--- src/rtl/pic_pkg.sv ---
// rtl/pic_pkg.sv - shared PIC types and default timing constants
// Purpose: state encoding for the INTA sequencer, vector width, and the
//          default acknowledge timing shared by the PIC, sequencer and benches.
// Ports:   none (package)
package pic_pkg;

  typedef enum logic [2:0] {
    IDLE,
    PULSE1,
    GAP,
    PULSE2,
    HOLD
  } inta_state_t;

  localparam int VECTOR_W = 8;

  localparam int DEF_PULSE_CYCLES = 4;
  localparam int DEF_GAP_CYCLES   = 2;
  localparam int DEF_SYNC_STAGES  = 2;

endpackage

--- src/rtl/pic_sync_bit.sv ---
// rtl/pic_sync_bit.sv - multi-stage synchronizer for one asynchronous bit
// Purpose: brings an asynchronous PIC-side level into the clk domain.
// Ports:   clk   - system clock
//          reset - asynchronous active-high reset, clears the chain
//          d     - asynchronous input
//          q     - synchronized output (last stage, SYNC_STAGES edges late)
module pic_sync_bit #(
  parameter int SYNC_STAGES = 2
) (
  input  logic clk,
  input  logic reset,
  input  logic d,
  output logic q
);

  logic [SYNC_STAGES-1:0] chain;

  always_ff @(posedge clk or posedge reset) begin
    if (reset) begin
      chain <= '0;
    end else begin
      chain <= {chain[SYNC_STAGES-2:0], d};
    end
  end

  assign q = chain[SYNC_STAGES-1];

endmodule

--- src/rtl/pic_inta_sequencer.sv ---
// rtl/pic_inta_sequencer.sv - 8086-style two-pulse interrupt acknowledge engine
// Purpose: turns the PIC INT level into an INTA pulse pair, captures the
//          vector driven during pulse 2 and offers it to the core.
// Ports:   clk, reset            - clock, asynchronous active-high reset
//          INT                   - asynchronous interrupt request from the PIC
//          int_enable            - CPU IF flag, gates new sequences only
//          INTA, lock_n          - registered active-low acknowledge / bus lock
//          data_bus_in           - PIC data bus, sampled leaving pulse 2
//          vector_out/valid/ready - vector handshake toward the core
//          busy                  - sequencer not idle
module pic_inta_sequencer
  import pic_pkg::*;
#(
  parameter int PULSE_CYCLES = DEF_PULSE_CYCLES,
  parameter int GAP_CYCLES   = DEF_GAP_CYCLES,
  parameter int SYNC_STAGES  = DEF_SYNC_STAGES
) (
  input  logic                clk,
  input  logic                reset,
  input  logic                INT,
  input  logic                int_enable,
  output logic                INTA,
  output logic                lock_n,
  input  logic [VECTOR_W-1:0] data_bus_in,
  output logic [VECTOR_W-1:0] vector_out,
  output logic                vector_valid,
  input  logic                vector_ready,
  output logic                busy
);

  localparam int MAX_CYC = (PULSE_CYCLES > GAP_CYCLES) ? PULSE_CYCLES : GAP_CYCLES;
  localparam int CNT_W   = $clog2(MAX_CYC + 1);
  localparam logic [CNT_W-1:0] PULSE_LOAD = CNT_W'(PULSE_CYCLES - 1);
  localparam logic [CNT_W-1:0] GAP_LOAD   = CNT_W'(GAP_CYCLES - 1);
  localparam logic [CNT_W-1:0] CNT_ONE    = CNT_W'(1);

  logic int_s;

  pic_sync_bit #(
    .SYNC_STAGES(SYNC_STAGES)
  ) u_int_sync (
    .clk  (clk),
    .reset(reset),
    .d    (INT),
    .q    (int_s)
  );

  inta_state_t         state, state_nx;
  logic [CNT_W-1:0]    cnt, cnt_nx;
  logic                inta_nx, lock_nx, valid_nx;
  logic [VECTOR_W-1:0] vec_nx;

  always_ff @(posedge clk or posedge reset) begin
    if (reset) begin
      state        <= IDLE;
      cnt          <= '0;
      INTA         <= 1'b1;
      lock_n       <= 1'b1;
      vector_out   <= '0;
      vector_valid <= 1'b0;
    end else begin
      state        <= state_nx;
      cnt          <= cnt_nx;
      INTA         <= inta_nx;
      lock_n       <= lock_nx;
      vector_out   <= vec_nx;
      vector_valid <= valid_nx;
    end
  end

  // Each timed state lasts (load + 1) cycles: the edge that sees cnt == 0
  // is the one that moves on, so outputs change on the same edge as state.
  always_comb begin
    state_nx = state;
    cnt_nx   = cnt;
    inta_nx  = INTA;
    lock_nx  = lock_n;
    vec_nx   = vector_out;
    valid_nx = vector_valid;
    case (state)
      IDLE: begin
        if (int_s && int_enable && !vector_valid) begin
          state_nx = PULSE1;
          cnt_nx   = PULSE_LOAD;
          inta_nx  = 1'b0;
          lock_nx  = 1'b0;
        end
      end
      PULSE1: begin
        if (cnt == '0) begin
          state_nx = GAP;
          cnt_nx   = GAP_LOAD;
          inta_nx  = 1'b1;
        end else begin
          cnt_nx = cnt - CNT_ONE;
        end
      end
      GAP: begin
        if (cnt == '0) begin
          state_nx = PULSE2;
          cnt_nx   = PULSE_LOAD;
          inta_nx  = 1'b0;
        end else begin
          cnt_nx = cnt - CNT_ONE;
        end
      end
      PULSE2: begin
        if (cnt == '0) begin
          state_nx = HOLD;
          vec_nx   = data_bus_in;
          inta_nx  = 1'b1;
          lock_nx  = 1'b1;
          valid_nx = 1'b1;
        end else begin
          cnt_nx = cnt - CNT_ONE;
        end
      end
      HOLD: begin
        if (vector_valid && vector_ready) begin
          valid_nx = 1'b0;
          state_nx = IDLE;
        end
      end
      default: state_nx = IDLE;
    endcase
  end

  assign busy = (state != IDLE);

endmodule

--- config.mk ---
export PLATFORM = sky130hd
export DESIGN_NAME = pic_inta_sequencer
export DESIGN_NICKNAME = d
export VERILOG_FILES = /design/src/rtl/pic_pkg.sv /design/src/rtl/pic_sync_bit.sv /design/src/rtl/pic_inta_sequencer.sv
export SDC_FILE = /design/constraint.sdc
export NUM_CORES = 1
export LEC_CHECK = 0
export BUFFER_PORTS_ARGS = -buffer_cell sky130_fd_sc_hd__buf_2
export CAP_MARGIN = 20
export CORE_MARGIN = 3
export CORE_UTILIZATION = 40
export CTS_CLUSTER_SIZE = 40
export DETAILED_ROUTE_END_ITERATION = 6
export GPL_ROUTABILITY_DRIVEN = 0
export GPL_TIMING_DRIVEN = 0
export HOLD_SLACK_MARGIN = 0.1
export SLEW_MARGIN = 40
export SYNTH_ARGS = -nofsm -noshare
export SYNTH_HDL_FRONTEND = slang
export SYNTH_SLANG_ARGS = --single-unit
--- constraint.sdc ---
create_clock -name clk -period 3.45 [get_ports clk]
set_clock_uncertainty 0.1 [all_clocks]
set_input_delay 0.5175 -clock clk [delete_from_list [all_inputs] [get_ports clk]]
set_output_delay 0.5175 -clock clk [all_outputs]
set_load 0.05 [all_outputs]
==> reports/qor.csv, run 1 <==
metric,value,unit
fmax,491,MHz
synth_nets,91,
clockBufferDepth,2,
drtAntennaViolNets,0,
rows,16,
path_max_fanout,10,
instances_no_fill,131,
grt_pass1_vias,608,
drv_slew,0,
start_kind,register,
synth_edf_count,0,
finalPower,0.344,mW
utilization,53.0,%
cts_buffers,3,
drt_iter0_markers,2,
synth_warnings,0,
cts_sinks,19,
async_flop_share,100,%
worst-path-buf-inv,2,
ios,25,
h-tree-depth,1,
initial_core_util,44.2,%
hold_slack,0.220,ns
hold_viol,0,
worst_pin_slew,0.705,ns
gr-total-overflow,0,
diodes,0,
run_status,completed,
path_cells,buf_4 -> or3_1 -> buf_2,
post-route-period-util,59.0,%
r2r_slack,1.70,ns
yosys-top-cells-area,"dfrtp_1 47%, mux2_2 10%, dfstp_2 5.8%",
firstDrtPassIters,4,
tns,0,ns
cp-end-kind,primary output,
antenna_found_initial,0,
synth_top_area_share,47.2,%
grt_max_degree,20,
critPathKind,reg -> out,
cts.repair.resized,0,
drc,0,
wire_per_inst,12.4,um
via_per_inst,4.84,
drive_above_1_share,44.2,%
netlist_area,902,sq um
period_minus_slack,2.04,ns
setup_viol_count_final,0,
crit_path_top_delay_cell,or3_1,
rsz0062_at_grt,no,
nNetsFinal,120,
yosysSeqAreaShare,53.0,%
vias,634,
root_buffer,clkbuf_4,
grt_pass1_wl,2.65,mm
die_h,53.5,um
die_width,53.5,um
drt-total-wl,1.62,mm
dp_cells,127,
dieArea,2860,sq um
clk_latency,0.29,ns
yosys_most_used_dff,dfrtp_1,
yosys_register_bits,19,
grt_usage,13.3,%
worstPathRequired,2.83,ns
drv_cap,0,
postSynthCellCount,76,
avgSynthCellArea,11.9,sq um
tritoncts,done,
cp_top_family,buffers and inverters,
crit_arrival,1.42,ns
irDropWorstVdd,0.000239,V
slew_headroom,52.9,%
hold_buffers,0,
core,2040,sq um
clk_pin_slew_worst_paths,0.11,ns
power_density,318,nW/um^2
portBuffers,24,
syn_to_final_growth,20.0,%
synth_top_cell_by_area,dfrtp_1,
cts_setup_buffers,0,
synth.distinct_cells,30,
cp_slowest_stage_delay,0.38,ns
min_path_type,in -> async,
power.leakage,0.554,nW
placed cells by master (no fill, tap or decap), types with 3 or more instances in the layout:
master	count
buf_2	25
dfrtp_1	17
mux2_2	8
o21ai_0	6
nor2_1	6
nand2_1	5
inv_1	4
a21oi_1	4
clkbuf_4	3
synth_stat cells (2+ instances only):
| cell type | n |
|---|---|
| ha_1 | 2 |
| o21ai_0 | 6 |
| nand2_1 | 5 |
| a21oi_1 | 4 |
| nand3b_1 | 2 |
| inv_1 | 4 |
| dfstp_2 | 2 |
| nor2_1 | 6 |
| mux2_2 | 8 |
| dfrtp_1 | 17 |
flip-flops by register name (all words and copies together), names as in the netlist:
register and cells:
state 3, vector_out 8, u_int_sync.chain 2, INTA 1, cnt 3, lock_n 1
vector_valid 1
kinds of logic after synthesis:
family | Yosys count | synth area share [%]
compound gates | 17 | 14.4
fa+ha+maj | 2 | 2.77
simple gates | 22 | 14.6
xor+xnor | 1 | 0.971
flops | 19 | 53.0
buf+inv | 7 | 4.30
mux | 8 | 9.99
path summary, 6_finish.rpt:
| kind | endpoint | from | depth (start not counted) |
|---|---|---|---|
| setup / recovery | busy | state[1] | 3 |
| hold / removal | state[0] | reset | 2 |
| setup reg to reg | vector_out[7] | cnt[0] | 6 |
| hold reg to reg | u_int_sync.chain[1] | u_int_sync.chain[0] | 0 |
| max in group asynchronous | vector_out[5] | reset | 2 |
| min in group clk | u_int_sync.chain[0] | INT | 1 |
per-stage QoR:
stage                     area (sq um)  worst slack (ns)
after floorplan                    902              1.75
after global placement            1060              1.73
after detailed placement          1060              1.72
after CTS                         1080              1.40
after global routing              1080              1.33
final                             1080              1.41
per-layer routing:
metal | global-route usage, % | share of wire, % | vias up
met5 | 0 | 0 | -
met4 | 7.66 | 1.1 | 0
met3 | 3.94 | 5.1 | 2
met2 | 19.0 | 46 | 16
met1 | 17.4 | 48 | 294
li1 | - | - | 322
final cells by class:
class,instances,area (sq um)
inverters,4,15.0
flip-flops and latches,19,478
repair buffers,24,120
multi-input cells,50,385
fillers,203,960
clock buffers,4,26.3
plain buffers,3,23.8
well taps,27,33.8
where the power goes:
| part | internal [mW] | total [mW] | leakage [nW] | switching (mW) |
|---|---|---|---|---|
| combinational | 0.00491 | 0.0108 | 0.295 | 0.00584 |
| sequential | 0.224 | 0.224 | 0.243 | 0.000274 |
| clock | 0.0449 | 0.109 | 0.0150 | 0.0641 |
No activity file was read; power rests on OpenSTA's default activity.
==> run 2, diff against run 1 <==
PLACE_DENSITY = 0.66   (was not set)
clock period = 1.7 ns   (was 3.45 ns; I/O delays follow)
==> reports/qor.csv, run 2 (same netlist as run 1, synthesis figures left out) <==
metric,value,unit,change
fmax,587,MHz,
clk_latency,0.29,ns,about the same
worstPathRequired,1.34,ns,-1.49 ns
drt-total-wl,2.06,mm,+27%
via_per_inst,4.76,,-1.7%
grt_usage,16.1,%,+2.9 points
seq_area,479,sq um,+0.26%
critPathKind,reg -> out,,
post-route-period-util,100,%,
run_status,finished with violations,,
clockBufferDepth,2,,unchanged
grt_max_degree,20,,unchanged
largest_reg_flops,8,,unchanged
clk_pin_slew_worst_paths,0.11,ns,about the same
setup_viol_count_final,1,,+1
grt_pass1_wl,3.22,mm,+21%
final_common_cell,buf_2,,
fill_cells,167,,-18%
drv_slew,0,,unchanged
die_h,53.5,um,unchanged
rows,16,,unchanged
start_kind,register,,
rsz0062_at_grt,yes,,
path_max_fanout,3,,-7
violations,setup timing,,
slew_headroom,52.9,%,about the same
setup_ws,-0.00453,ns,-1.42 ns
cts_buffers,3,,unchanged
drtAntennaViolNets,0,,unchanged
final_cell_mix,"24 x buf_2, 16 x dfrtp_1, 10 x dlygate4sd3_1, 10 x buf_4, 8 x mux2_2",,
drive_above_1_share,51.6,%,+7.4 points
dp_hpwl,1.28,mm,
diodes,0,,unchanged
utilization,65.0,%,+12 points
wire_per_inst,13.4,um,+8.7%
hold_slack,0.168,ns,-0.0520 ns
firstDrtPassIters,4,,unchanged
grt_pass1_vias,694,,+14%
min_path_type,in -> reg,,
ios,25,,unchanged
gr-total-overflow,0,,unchanged
power.leakage,0.675,nW,+22%
dp_cells,127,,unchanged
cts_sinks,19,,unchanged
syn_to_final_growth,47.0,%,
dieArea,2860,sq um,unchanged
crit_arrival,1.35,ns,-0.07 ns
hold_viol,0,,unchanged
period_minus_slack,1.70,ns,
die_width,53.5,um,unchanged
regMostFlops,vector_out,,
worst_pin_slew,0.705,ns,-0.0000821 ns
multi_input_area,427,sq um,+11%
core,2040,sq um,unchanged
drc,0,,unchanged
antenna_found_initial,0,,unchanged
irDropWorstVdd,0.000427,V,+79%
cp-end-kind,primary output,,
power_density,549,nW/um^2,+73%
portBuffers,24,,unchanged
reg_top3,"vector_out: 8 flops, cnt: 3 flops, state: 3 flops",,
drt_iter0_markers,7,,+5
root_buffer,clkbuf_4,,
vias,728,,+15%
initial_core_util,44.2,%,unchanged
h-tree-depth,1,,unchanged
tritoncts,done,,
drv_cap,0,,unchanged
instances_no_fill,153,,+17%
nNetsFinal,142,,+18%
-- run 2: layout make-up --
cell class,instances,share of cell area (%)
flip-flops and latches,19,36.1
multi-input cells,51,32.2
repair buffers,45,23.9
well taps,27,2.55
plain buffers,3,2.08
clock buffers,3,1.70
inverters,4,1.13
clock inverters,1,0.377
-- run 2: path summary, 6_finish.rpt --
kind / from / endpoint / slack, ns / cells past startpoint
setup reg to reg: cnt[0] / cnt[2] / 0.07 / 7
max in group asynchronous: reset / state[2] / 0.50 / 3
hold reg to reg: u_int_sync.chain[0] / u_int_sync.chain[1] / 0.26 / 0
setup / recovery: state[0] / busy / -0.005 / 3
min in group asynchronous: reset / vector_out[2] / 0.52 / 3
hold / removal: vector_ready / vector_valid / 0.17 / 4
-- run 2: through the flow --
step / cell area (sq um) / setup WS [ns] / power, mW / setup TNS (ns)
global route: 1330 / -0.0437 / 0.759 / -0.102
finish: 1330 / -0.00453 / 0.728 / -0.00453
CTS: 1220 / -0.0393 / 0.730 / -0.0393
floorplan: 902 / 0.0971 / 0.471 / 0
global placement: 1060 / 0.00324 / 0.486 / 0
detailed placement: 1060 / -0.0313 / 0.486 / -0.153
-- run 2: worst max-delay path, cell delays in order, from the launching register on --
cell	delay, ns
dfrtp_1	0.39
buf_6	0.12
or3_4	0.39
buf_8	0.16
-- run 2: per-layer routing --
metal / wire, um / part of all wire (%) / vias to the layer above / GRT usage, %
li1: - / - / 366 / -
met1: 827 / 40 / 345 / 19.1
met2: 1150 / 56 / 15 / 29.2
met3: 63 / 3.1 / 2 / 2.54
met4: 10 / 0.49 / 0 / 5.11
met5: 0 / 0 / - / 0
-- run 2: report_power, final --
group	leakage [nW]	switching (mW)	internal [mW]
registers	0.242	0.000506	0.454
logic	0.416	0.0151	0.0249
clock network	0.0177	0.146	0.0874
-- run 2: timing repair --
action                                 CTS  global route
pin swaps                                1             5
cloned                                   1             0
buffers inserted                         1            10
hold buffers                             9             1
endpoints found under the hold margin   25             1
gates resized for setup                  7             6
setup endpoints to repair                9            13
